`config.mk`:
```
export PLATFORM = sky130hd
export DESIGN_NAME = tour_cmd
export DESIGN_NICKNAME = d
export VERILOG_FILES = /design/src/rtl/tour_pkg.sv /design/src/rtl/tour_move_decode.sv /design/src/rtl/tour_cmd.sv
export SDC_FILE = /design/constraint.sdc
export NUM_CORES = 1
export LEC_CHECK = 0
export BUFFER_PORTS_ARGS = -buffer_cell sky130_fd_sc_hd__buf_2
export CORE_AREA = 4 4 51 72
export DETAILED_ROUTE_END_ITERATION = 7
export DIE_AREA = 0 0 55 76
export HOLD_SLACK_MARGIN = 0.1
export PLACE_DENSITY = 0.79
export RECOVER_POWER = 100
export REMOVE_ABC_BUFFERS = 1
export SLEW_MARGIN = 25
export SYNTH_ARGS = -nofsm -noshare
export SYNTH_HDL_FRONTEND = slang
export SYNTH_HIERARCHICAL = 1
export SYNTH_SLANG_ARGS = --single-unit
```
`constraint.sdc`:
```
create_clock -name clk -period 2 [get_ports clk]
set_clock_uncertainty 0.15 [all_clocks]
set_input_delay 0.2 -clock clk [delete_from_list [all_inputs] [get_ports clk]]
set_output_delay 0.2 -clock clk [all_outputs]
set_load 0.01 [all_outputs]
```
`src/rtl/tour_pkg.sv`:
```
// Shared constants and state type for the knight's-tour command initiator.
// Command layout: [15:12] opcode, [11:4] heading, [3:0] squares.
package tour_pkg;

   localparam logic [3:0] MOVE    = 4'h2;
   localparam logic [3:0] MOVE_FF = 4'h3;

   localparam logic [7:0] HEAD_N = 8'h00;
   localparam logic [7:0] HEAD_W = 8'h3F;
   localparam logic [7:0] HEAD_S = 8'h7F;
   localparam logic [7:0] HEAD_E = 8'hBF;

   localparam logic [7:0] RESP_DONE = 8'hA5;
   localparam logic [7:0] RESP_POS  = 8'h5A;

   typedef enum logic [2:0] {
      IDLE,
      VERT,
      WAIT_V,
      HORZ,
      WAIT_H
   } state_t;

   function automatic logic [15:0] mk_cmd(
      input logic [3:0] op,
      input logic [7:0] head,
      input logic [1:0] sq
   );
      return {op, head, 2'b00, sq};
   endfunction

endpackage

```
`src/rtl/tour_move_decode.sv`:
```
// Splits a one-hot knight move into its vertical and horizontal legs.
// The lowest set bit wins; an empty move decodes to heading N, 0 squares.
module tour_move_decode
   import tour_pkg::*;
(
   input  logic [7:0] move,
   output logic [7:0] vhead,
   output logic [1:0] vsq,
   output logic [7:0] hhead,
   output logic [1:0] hsq
);

   always_comb begin
      vhead = HEAD_N;
      vsq   = 2'd0;
      hhead = HEAD_N;
      hsq   = 2'd0;
      priority case (1'b1)
         move[0]: begin
            vhead = HEAD_N; vsq = 2'd2;
            hhead = HEAD_W; hsq = 2'd1;
         end
         move[1]: begin
            vhead = HEAD_N; vsq = 2'd2;
            hhead = HEAD_E; hsq = 2'd1;
         end
         move[2]: begin
            vhead = HEAD_N; vsq = 2'd1;
            hhead = HEAD_W; hsq = 2'd2;
         end
         move[3]: begin
            vhead = HEAD_S; vsq = 2'd1;
            hhead = HEAD_W; hsq = 2'd2;
         end
         move[4]: begin
            vhead = HEAD_S; vsq = 2'd2;
            hhead = HEAD_W; hsq = 2'd1;
         end
         move[5]: begin
            vhead = HEAD_S; vsq = 2'd2;
            hhead = HEAD_E; hsq = 2'd1;
         end
         move[6]: begin
            vhead = HEAD_S; vsq = 2'd1;
            hhead = HEAD_E; hsq = 2'd2;
         end
         move[7]: begin
            vhead = HEAD_N; vsq = 2'd1;
            hhead = HEAD_E; hsq = 2'd2;
         end
         default: ;
      endcase
   end

endmodule

```
`src/rtl/tour_cmd.sv`:
```
// Tour command initiator: issues vertical then horizontal commands per move,
// and passes UART commands straight through when no tour is running.
module tour_cmd
   import tour_pkg::*;
#(
   parameter int NUM_MOVES = 24
) (
   input  logic        clk,
   input  logic        rst_n,
   input  logic        tour_go,
   input  logic [7:0]  move,
   output logic [4:0]  mv_indx,
   input  logic [15:0] cmd_UART,
   input  logic        cmd_rdy_UART,
   output logic        clr_cmd_rdy_UART,
   output logic [15:0] cmd,
   output logic        cmd_rdy,
   input  logic        clr_cmd_rdy,
   input  logic        send_resp,
   output logic [7:0]  resp
);

   localparam logic [4:0] LAST = 5'(NUM_MOVES - 1);

   state_t      state;
   state_t      state_nxt;
   logic [4:0]  idx_nxt;
   logic [7:0]  vhead;
   logic [1:0]  vsq;
   logic [7:0]  hhead;
   logic [1:0]  hsq;
   logic [15:0] vcmd;
   logic [15:0] hcmd;
   logic        last;

   tour_move_decode u_dec (
      .move  (move),
      .vhead (vhead),
      .vsq   (vsq),
      .hhead (hhead),
      .hsq   (hsq)
   );

   assign vcmd = mk_cmd(MOVE, vhead, vsq);
   assign hcmd = mk_cmd(MOVE_FF, hhead, hsq);
   assign last = (mv_indx == LAST);

   always_ff @(posedge clk or negedge rst_n) begin
      if (!rst_n) begin
         state   <= IDLE;
         mv_indx <= 5'd0;
      end else begin
         state   <= state_nxt;
         mv_indx <= idx_nxt;
      end
   end

   always_comb begin
      state_nxt        = state;
      idx_nxt          = mv_indx;
      cmd              = vcmd;
      cmd_rdy          = 1'b0;
      clr_cmd_rdy_UART = 1'b0;
      resp             = RESP_POS;
      unique case (state)
         IDLE: begin
            cmd              = cmd_UART;
            cmd_rdy          = cmd_rdy_UART;
            clr_cmd_rdy_UART = clr_cmd_rdy;
            resp             = RESP_DONE;
            if (tour_go) begin
               idx_nxt   = 5'd0;
               state_nxt = VERT;
            end
         end
         VERT: begin
            cmd_rdy = 1'b1;
            if (clr_cmd_rdy) state_nxt = WAIT_V;
         end
         WAIT_V: begin
            if (send_resp) state_nxt = HORZ;
         end
         HORZ: begin
            cmd     = hcmd;
            cmd_rdy = 1'b1;
            if (clr_cmd_rdy) state_nxt = WAIT_H;
         end
         WAIT_H: begin
            cmd = hcmd;
            // Final response of the tour reads as done
            if (last) resp = RESP_DONE;
            if (send_resp) begin
               if (last) begin
                  state_nxt = IDLE;
               end else begin
                  idx_nxt   = mv_indx + 5'd1;
                  state_nxt = VERT;
               end
            end
         end
         default: state_nxt = IDLE;
      endcase
   end

endmodule

```
== After elaboration in Yosys (flattened, before gate mapping) ==
Index checks and enable logic that the tools add are counted.
Word-level totals
  bits in registers: 8
  bits of input ports: 30
Operators by class
  $add $sub $neg: 1
  equal/unequal tests: 11
  mux-type cells: 47
  reduce and logical (&&, ||, !) cells: 6
Operators by type and width (count)
  8-bit two-way mux: 9
  7-bit two-way mux: 7
  16-bit one-hot mux with 2 select lines: 1
  2-bit two-way mux: 15
  8-bit one-hot mux with 2 select lines: 1
  3-bit two-way mux: 5
  5-bit two-way mux: 3
  3-bit one-hot mux with 5 select lines: 1
  2-bit inequality test, second input constant: 6
  5-bit one-hot mux with 2 select lines: 1
  3-bit by 2-bit equality test with 1-bit output, second input constant: 2
  5-bit by 1-bit adder with 5-bit output, second input constant: 1
  5-bit equality test, second input constant: 1
  5-bit AND reduction: 1
  4-bit AND reduction: 1
  2-bit OR reduction: 2
  3-bit by 1-bit equality test with 1-bit output, second input constant: 1
  3-bit equality test, second input constant: 1
  3-bit zero test: 1
  1-bit two-way mux: 3
  1-bit one-hot mux with 2 select lines: 1
  2-bit nonzero test: 1

== Logic depth before layout (Yosys ltp) ==
Gate-level depths: netlist of run 1.
  word-level depth: 9
  mapped depth: 7

== Hierarchy ==
Netlist of run 1, hierarchy kept.
Modules (own cells, without submodules)
  tour_cmd: times used 1, cells an instance 129, area each 1017.2 sq um, seq. area each 200.2 sq um
  tour_move_decode: times used 1, cells an instance 28, area each 192.7 sq um, seq. area each 0.0 sq um

== Worst setup path after synthesis of run 1 ==
No wires, ideal clock.
  kind: input to output
  start point: in move[6]
  end point: out cmd[10]
  arrival: 1.959 ns
  data required time: 1.650 ns
  setup slack: -0.309 ns
  stages on the path: 5
  path buffers: 1
  path through: nor2_1 a2111oi_0 buf_4 nand2_1 a31oi_1
Between the ends
  word-level cells in the longest chain between the ends: 8
  elaborated cells on any way between the ends: 15
  classes of those cells: 15 x mux
RTL lines
  start: declaration: line tour_cmd.sv:11  | input logic [7:0] move,
  7-bit two-way mux (7 in a row): line tour_move_decode.sv:18  | priority case (1'b1)
  net vhead[6]: line tour_cmd.sv:28  | logic [7:0] vhead;
  16-bit one-hot mux with 2 select lines: line tour_cmd.sv:65  | unique case (state)
  end: declaration: line tour_cmd.sv:16  | output logic [15:0] cmd,
The timed path passes the listed nets, and every way through them passes these cells.

== Worst setup path in the final report of run 1 ==
  start point: in move[6]
  end point: out cmd[9]
Between the ends
  word-level cells in the longest chain between the ends: 8
  elaborated cells on any way between the ends: 15
  classes of those cells: 15 x mux
RTL lines (line)
  7-bit two-way mux / 8-bit two-way mux (equally long branches) (7 in a row): tour_move_decode.sv:18
  16-bit one-hot mux with 2 select lines *: tour_cmd.sv:65
Every way passes the cells marked *; elsewhere a longest branch is shown, timed or not.

==> results.json, run 1 <==
{
  "syn-cell-area_um2": 1210,
  "final_cells": 246,
  "synth_top_area_share_pct": 16.5,
  "slew_headroom_pct": 65.8,
  "wl_met1_um": 1390,
  "crit_type": "in -> out",
  "cts_tree": "yes",
  "die_area_um2": 4180,
  "power.share.clock_pct": 9.2,
  "drtAntennaViolNets": 0,
  "rrSetupSlack_ns": 0.13,
  "violations": "negative setup slack",
  "multiInputGateArea_um2": 827,
  "area.sequential_um2": 200,
  "drtPass1Iterations": 5,
  "h-tree-depth": 1,
  "io_pins": 61,
  "avgSynthCellArea_um2": 7.71,
  "total_power_mw": 2.16,
  "met3_length_um": 244,
  "cts_max_path_buffers": 2,
  "p_switching_mw": 1.09,
  "synth_area_leaders": "dfrtp_1 17%, buf_4 14%, mux2_2 9.3%",
  "synth_top_area_cell": "dfrtp_1",
  "hold_path_class": "in -> reg",
  "clk_latency_ns": 0.23,
  "grt_use_total_pct": 16.2,
  "dp.cells": 237,
  "io_buffers": 60,
  "dpl_cell_area_um2": 1430,
  "core_region_area_um2": 3030,
  "dr.max_layer_used": "met4",
  "synthSimpleGateAreaFrac_pct": 20.2,
  "status": "complete, but fails checks",
  "switching_share_pct": 50.5,
  "synth-compound-area-share_pct": 29.7,
  "p_int_mw": 1.07,
  "rr_worst_depth": 4,
  "fin_nets": 240,
  "n_antenna_cell": 0,
  "drc_errors": 0,
  "rsz0062_at_grt": "yes",
  "tightest_slew_ns": 0.498,
  "yosysUniqueCellTypes": 40,
  "postLayoutCellArea_um2": 1590,
  "globalplace.congestion": 0.803,
  "overflow": 0,
  "hold_viol": 0,
  "die_y_um": 76,
  "synth.ff_latch_count": 8,
  "fin_crit_ns": 2.09,
  "wl_met2_um": 1820,
  "async_reset_ff_share_pct": 100,
  "cts-root-buf": "clkbuf_8",
  "end_kind": "output pin",
  "wl_per_cell_um": 14.2,
  "max_freq_mhz": 480,
  "power.leakage_nw": 0.701,
  "vias": 1376,
  "arrival_ns": 1.74,
  "clk_pin_slew_ns": 0.04,
  "maxCapViolCount": 0,
  "synth_edf_count": 0,
  "yosysMostFrequentCell": "buf_4",
  "grt_pass1_vias": 1251,
  "crit_path_max_fanout": 10,
  "routed_wl_um": 3490,
  "initial_core_util_pct": 39.9,
  "syn_inst": 157,
  "synth.yosys.seq_area_share_pct": 16.5,
  "drive_above_1_share_pct": 44.9,
  "syn_to_final_growth_pct": 31.2,
  "die_w_um": 55,
  "hpwl_um": 2470,
  "synth_common_cells": "23 x buf_4, 15 x o21ai_0, 13 x nand2_1",
  "cts_sinks": 8,
  "grt_pass1_wl_um": 5330,
  "worst_ir_drop_vdd_mv": 0.727,
  "p_comb_share_pct": 76.4,
  "fin_crit_sh_pct": 104,
  "synth_fa_ha_area_share_pct": 1.03,
  "drv_slew": 0,
  "grt_max_degree": 23,
  "yosys-mux-area-fraction_pct": 10.4,
  "drt_iter0_markers": 41,
  "timing.final.ws_setup_ns": -0.0851,
  "sequentialPowerShare_pct": 14.3,
  "detail_route.vias_per_cell": 5.59,
  "p_per_area_nw_per_um2": 1360,
  "crit_required_ns": 1.65,
  "nFillCells": 314,
  "synth_top_family_by_area": "compound AO/OA/AOI/OAI gates",
  "std_cell_rows": 24,
  "whs_ns": 0.180,
  "finalSetupViolations": 6,
  "synth_flop_cell": "dfrtp_1",
  "grt_antenna_before_repair": 0,
  "ys_warn_count": 6,
  "synth_xor_area_share_pct": 0.724,
  "worstHoldPathCells": 3,
  "cts-buffers-inserted": 3,
  "cp-start-kind": "input port"
}
[critical path: stages]
cell      delay [ns]
buf_6           0.09
or4_4           0.52
nand3b_1        0.19
buf_6           0.15
mux2_2          0.27
o32ai_2         0.09
a31oi_1         0.07
buf_2           0.15
[metrics by stage]
stage	utilization [%]	TNS [ns]	setup WS, ns
5_1_grt	52.4	-1.37	-0.161
2_1_floorplan	-	-6.54	-0.898
3_5_place_dp	47.2	-0.678	-0.119
4_1_cts	51.8	-0.365	-0.0649
6_report	52.4	-0.436	-0.0851
3_3_place_gp	47.2	-0.540	-0.0941
[flip-flops by register name, indices dropped and copies added (netlist names)]
signal and cells:
mv_indx 5, state 3
[path summary, 6_finish.rpt]
path                            from         end
max                          move[6]      cmd[9]
min                        send_resp    state[2]
max reg2reg                 state[2]  mv_indx[1]
min reg2reg                 state[0]    state[0]
max in group asynchronous      rst_n  mv_indx[4]
min in group asynchronous      rst_n    state[1]
[kinds of logic (layout without fill, tap and decap cells)]
family,after synthesis,count (layout)
other,1,2
muxes,11,11
DFF,8,8
AOI/OAI and AO/OA,51,51
xor gates and xnor gates,1,1
buffers and inverters,38,87
and+or+nand+nor,46,46
adders and majority gates,1,1
[power by group through the flow]
stage	logic, mW	clock network, mW	registers, mW
finish	1.65	0.200	0.310
floorplan	0.858	0	0.368
global route	1.81	0.215	0.321
detailed placement	1.57	0	0.306
global placement	1.55	0	0.304
CTS	1.68	0.208	0.306
[area by class of cell]
cell class                      count  area share [%]
Clock buffer                        3            2.60
Inverter                            5            1.18
Multi-Input combinational cell    112            52.1
Sequential cell                     8            12.6
Tap cell                           39            3.07
Timing Repair Buffer               79            28.4
[metal layers]
metal	track usage [%]	vias up
met5	0	-
met4	5.11	0
met3	1.76	2
met2	28.4	59
met1	19.3	644
li1	-	671
[placed cells by master (no fill, tap or decap), drive strengths merged, types with 5 or more instances in the layout]
cell	instances
buf	60
clkbuf	20
o21ai	15
nand2	13
a31oi	11
o32ai	11
mux2	10
nor2	9
dfrtp	8
inv	5
and3	5
nand3	5
[timing repair]
item / 4_1_cts / 5_1_grt
endpoints found under the setup margin: 15 / 20
hold buffers: 2 / 0
resized for setup: 12 / 12
setup buffers: 2 / 2
pin swaps: 0 / 1
hold endpoints to repair: 9 / 0
No activity file was read; power rests on OpenSTA's default activity.
==> run 2: changes to the inputs <==
--- a/config.mk
+++ b/config.mk
@@ -5,12 +5,13 @@
 export SDC_FILE = /design/constraint.sdc
 export NUM_CORES = 1
 export LEC_CHECK = 0
-export BUFFER_PORTS_ARGS = -buffer_cell sky130_fd_sc_hd__buf_2
-export CORE_AREA = 4 4 51 72
+export CORE_AREA = 4 4 45 63
+export CTS_BUF_LIST = sky130_fd_sc_hd__clkbuf_4 sky130_fd_sc_hd__clkbuf_8
 export DETAILED_ROUTE_END_ITERATION = 7
-export DIE_AREA = 0 0 55 76
+export DIE_AREA = 0 0 49 67
+export DONT_BUFFER_PORTS = 1
 export HOLD_SLACK_MARGIN = 0.1
-export PLACE_DENSITY = 0.79
+export PLACE_DENSITY = 0.73
 export RECOVER_POWER = 100
 export REMOVE_ABC_BUFFERS = 1
 export SLEW_MARGIN = 25
==> constraint.sdc (replaced) <==
create_clock -name clk -period 2.5 [get_ports clk]
set_clock_uncertainty 0.15 [all_clocks]
set_input_delay 0.25 -clock clk [delete_from_list [all_inputs] [get_ports clk]]
set_output_delay 0.25 -clock clk [all_outputs]
set_load 0.01 [all_outputs]
==> results.json, run 2 (synthesis gave the netlist of run 1 again) <==
{
  "status": "finished clean",
  "rr_worst_depth": 3,
  "grt_antenna_before_repair": 0,
  "cpMaxStageDelayCell": "inv_1",
  "die_area_um2": 3280,
  "crit_buf_inv": 1,
  "cts-root-buf": "clkbuf_4",
  "max_stage_delay_ns": 0.55,
  "worstSetupEndpoint": "cmd[0]",
  "p_int_mw": 0.549,
  "cp-start-kind": "register",
  "hpwl_um": 2150,
  "drc_errors": 0,
  "globalplace.congestion": 0.778,
  "die_w_um": 49,
  "std_cell_rows": 21,
  "crit_path_cell_trace": "inv_1 -> o32ai_1 -> a31oi_1",
  "path_depth": 3,
  "crit_family": "buffers and inverters",
  "max_freq_mhz": 442,
  "groute.layer.met1.usage_pct": 18.6,
  "drt_iter0_markers": 27,
  "arrival_ns": 1.86,
  "fin_nets": 170,
  "tightest_slew_ns": 0.638,
  "finalSetupViolations": 0,
  "vias": 1128,
  "final_common_cell": "o21ai_0",
  "utilization_pct": 47.6,
  "worst_ir_drop_vdd_mv": 0.627,
  "cts-buffers-inserted": 3,
  "rsz0062_at_grt": "no",
  "grt_pass1_wl_um": 4820,
  "end_kind": "output pin",
  "min_from": "send_resp",
  "whs_ns": 0.116,
  "r2r_start": "state[1]",
  "routed_wl_um": 2920,
  "crit_path_max_fanout": 23,
  "n_antenna_cell": 0,
  "top_regs": "mv_indx: 5 flops, state: 3 flops",
  "overflow": 0,
  "hold_path_class": "in -> reg",
  "nFillCells": 258,
  "largest_reg_flops": 5,
  "multiInputGateArea_um2": 761,
  "cts_max_path_buffers": 2,
  "post_cts_buffers": 0,
  "worstReg2RegEnd": "mv_indx[4]",
  "maxCapViolCount": 0,
  "io_pins": 61,
  "cts_tree": "yes",
  "p_per_area_nw_per_um2": 1170,
  "area.sequential_um2": 200,
  "core_region_area_um2": 2310,
  "die_y_um": 67,
  "p_switching_mw": 0.740,
  "cp-startpoint": "state[1]",
  "worstHoldPathCells": 2,
  "top_usage_layer": "met2",
  "grt_max_degree": 24,
  "rrSetupSlack_ns": 0.78,
  "drtAntennaViolNets": 0,
  "crit_type": "reg -> out",
  "cts_sinks": 8,
  "io_buffers": 0,
  "switching_share_pct": 57.4,
  "use_met2_pct": 31.7,
  "slew_headroom_pct": 57.4,
  "detail_route.vias_per_cell": 7.05,
  "grt_pass1_vias": 1080,
  "clk_latency_ns": 0.26,
  "tns_ns": 0,
  "sequentialPowerShare_pct": 20.6,
  "regMostFlops": "mv_indx",
  "power.leakage_nw": 0.404,
  "power.share.clock_pct": 7.8,
  "syn_to_final_growth_pct": -9.00,
  "drive_above_1_share_pct": 17.5,
  "clk_pin_slew_ns": 0.05,
  "met3_usage_pct": 6.04,
  "fin_crit_ns": 2.26,
  "layout_common_cells": "15 x o21ai_0, 13 x nand2_1, 11 x o32ai_1, 11 x a31oi_1, 10 x mux2_2",
  "drtPass1Iterations": 4,
  "initial_core_util_pct": 52.3,
  "drv_slew": 0,
  "wl_per_cell_um": 18.2,
  "h-tree-depth": 1,
  "hold_viol": 0,
  "grt_use_total_pct": 18.2,
  "p_comb_share_pct": 71.6,
  "fin_crit_sh_pct": 90.5,
  "crit_required_ns": 2.10
}
[run 2: changes by cell type in the layout (fill, tap and decap cells not counted), moves of 4 or more]
cell      delta
buf_2       -44
buf_4        -8
buf_6        -4
clkbuf_1    -11
o32ai_1      +6
o32ai_2      -6
[run 2: routing by layer]
metal	wire length, µm	up-vias
met1	1070	519
met5	0	-
met3	344	5
li1	-	536
met4	54	0
met2	1450	68
[run 2: worst reg2reg max path: stages, from the launching register on]
cell and delay [ns]:
dfrtp_1 0.53, or2_2 0.52, o21ai_0 0.24, o311ai_0 0.15
[run 2: per-stage QoR]
stage               power (mW)  std cells  setup WS [ns]  area [µm²]
global route              1.42        160         0.0878        1100
floorplan                0.981        125         -0.498         977
detailed placement        1.21        154          0.359        1060
CTS                       1.32        160          0.138        1110
global placement          1.18        154          0.415        1060
finish                    1.29        160          0.237        1100
[run 2: worst min-delay path by stage]
stage / endpoint / slack [ns]
after CTS: state[0] / 0.11
after detailed placement: mv_indx[1] / -0.20
final: state[0] / 0.12
after global placement: mv_indx[2] / -0.20
after floorplan: mv_indx[0] / -0.20
after global routing: state[0] / 0.14
[run 2: power groups by stage]
stage / Combinational, mW / Sequential (mW) / Clock, mW
6_report: 0.923 / 0.265 / 0.101
5_1_grt: 1.03 / 0.277 / 0.111
4_1_cts: 0.951 / 0.264 / 0.104
3_5_place_dp: 0.940 / 0.266 / 0
3_3_place_gp: 0.916 / 0.262 / 0
2_1_floorplan: 0.687 / 0.295 / 0
[run 2: timing repair]
item / in CTS / in global routing
hold buffers: 3 / 0
gates resized for setup: 0 / 1
endpoints found under the hold margin: 11 / 0
setup endpoints to repair: 0 / 4
[run 2: cell type report]
| type | instances | share of cell area (%) |
|---|---|---|
| sequential | 8 | 18.2 |
| multi-input combinational | 112 | 69.1 |
| clock buffer | 3 | 2.05 |
| tap | 23 | 2.61 |
| inverter | 5 | 1.70 |
| timing repair buffer | 9 | 6.36 |
==> run 3: changes to the inputs <==
==> constraint.sdc (replaced) <==
create_clock -name clk -period 2.6 [get_ports clk]
set_clock_uncertainty 0.15 [all_clocks]
set_input_delay 0.26 -clock clk [delete_from_list [all_inputs] [get_ports clk]]
set_output_delay 0.26 -clock clk [all_outputs]
set_load 0.01 [all_outputs]
==> results.json, run 3 (synthesis gave the netlist of run 1 again) <==
{
  "status": "finished clean",
  "detail_route.vias_per_cell": 7.06,
  "drv_slew": 0,
  "rsz0062_at_grt": "no",
  "crit_path_max_fanout": 18,
  "drc_errors": 0,
  "h-tree-depth": 1,
  "arrival_ns": 1.99,
  "tns_ns": 0,
  "overflow": 0,
  "fin_crit_sh_pct": 92.2,
  "io_pins": 61,
  "p_switching_mw": 0.711,
  "p_comb_share_pct": 69.8,
  "crit_required_ns": 2.19,
  "vias": 1116,
  "grt_use_total_pct": 17.7,
  "slew_headroom_pct": 56.4,
  "routed_wl_um": 2940,
  "fin_crit_ns": 2.40,
  "place_ws_ns": 0.431,
  "hold_viol": 0,
  "syn_to_final_growth_pct": -11.2,
  "timing.final.ws_setup_ns": 0.202,
  "clk_latency_ns": 0.26,
  "globalplace.congestion": 0.752,
  "grt_antenna_before_repair": 0,
  "tightest_slew_ns": 0.655,
  "die_y_um": 67,
  "power.share.clock_pct": 7.9,
  "cts_tree": "yes",
  "n_antenna_cell": 0,
  "layout_common_cells": "15 x o21ai_0, 13 x nand2_1, 11 x o32ai_1, 11 x a31oi_1, 10 x mux2_2",
  "drt_iter0_markers": 33,
  "io_buffers": 0,
  "p_int_mw": 0.512,
  "grt_max_degree": 24,
  "regMostFlops": "mv_indx",
  "top_regs": "mv_indx: 5 flops, state: 3 flops",
  "sequentialPowerShare_pct": 22.3,
  "die_w_um": 49,
  "utilization_pct": 46.5,
  "initial_core_util_pct": 52.3,
  "grt_pass1_vias": 1084,
  "cts-buffers-inserted": 3,
  "end_kind": "output pin",
  "drtAntennaViolNets": 0,
  "hold_path_class": "in -> reg",
  "final_common_cell": "o21ai_0",
  "cts_max_path_buffers": 2,
  "die_area_um2": 3280,
  "hpwl_um": 2150,
  "crit_type": "reg -> out",
  "drtPass1Iterations": 4,
  "cp-start-kind": "register",
  "cts_sinks": 8,
  "fin_nets": 168,
  "largest_reg_flops": 5,
  "finalSetupViolations": 0,
  "std_cell_rows": 21,
  "p_per_area_nw_per_um2": 1140,
  "maxCapViolCount": 0,
  "max_freq_mhz": 417,
  "grt_pass1_wl_um": 4800,
  "core_region_area_um2": 2310,
  "drive_above_1_share_pct": 14.8,
  "power.leakage_nw": 0.389,
  "worst_ir_drop_vdd_mv": 0.645,
  "cts-root-buf": "clkbuf_4",
  "switching_share_pct": 58.1,
  "total_power_mw": 1.22,
  "wl_per_cell_um": 18.6,
  "clk_pin_slew_ns": 0.05
}
==> run 3: cell count changes in the layout (fill, tap and decap cells not counted) <==
cell and change:
o311ai_0 -1, or2_2 -1, or2_1 +1, o311ai_1 +1
mux2i_2 -1, mux2i_1 +1, dlygate4sd3_1 -1, nand2b_1 +1
nand2b_4 -1, clkbuf_2 -1
==> run 3: critical path, stage by stage (launching register included) <==
cell and delay (ns):
dfrtp_1 0.60, or2_1 0.60, o32ai_1 0.22, a31oi_1 0.31
==> run 3: power by group through the flow <==
| stage | Combinational [mW] | Clock (mW) | Sequential (mW) |
|---|---|---|---|
| finish | 0.854 | 0.0960 | 0.273 |
| global route | 0.946 | 0.103 | 0.289 |
| CTS | 0.885 | 0.0988 | 0.273 |
| detailed placement | 0.878 | 0 | 0.274 |
| global placement | 0.851 | 0 | 0.269 |
| floorplan | 0.660 | 0 | 0.283 |
==> run 3: path summary, 6_finish.rpt <==
check	from	endpoint	slack, ns	depth (start not counted)
max reg2reg	state[2]	mv_indx[3]	0.37	4
max	state[1]	cmd[0]	0.20	3
min reg2reg	mv_indx[2]	mv_indx[2]	0.53	1
max in group asynchronous	rst_n	mv_indx[3]	1.84	1
min	send_resp	state[2]	0.12	2
min in group asynchronous	rst_n	mv_indx[0]	0.20	1
==> run 3: metrics by stage <==
stage / hold slack (ns) / area (µm²) / cells
floorplan: -0.186 / 977 / 125
global placement: -0.185 / 1050 / 153
detailed placement: -0.185 / 1050 / 153
CTS: 0.109 / 1090 / 158
global route: 0.115 / 1070 / 158
finish: 0.118 / 1070 / 158
==> run 3: cell type report <==
| class | count | area (µm²) |
|---|---|---|
| clock buffer | 3 | 22.5 |
| sequential | 8 | 200 |
| tap | 23 | 28.8 |
| inverter | 5 | 18.8 |
| fill | 245 | 1240 |
| multi-input combinational | 112 | 749 |
| timing repair buffer | 7 | 55.1 |
==> run 3: routing by layer <==
| layer | part of all wire [%] | vias to the layer above | track usage (%) | routed length, µm |
|---|---|---|---|---|
| met5 | 0 | - | 0 | 0 |
| met4 | 0.58 | 0 | 7.07 | 17 |
| met3 | 10 | 4 | 5.59 | 303 |
| met2 | 48 | 60 | 30.2 | 1420 |
| met1 | 41 | 523 | 20.4 | 1200 |
| li1 | - | 529 | - | - |
==> run 3: what timing repair did <==
| action | CTS | global route |
|---|---|---|
| hold buffers | 2 | 0 |
| resized for setup | 0 | 0 |
| setup buffers | 0 | 0 |
| hold endpoints to repair | 11 | 0 |
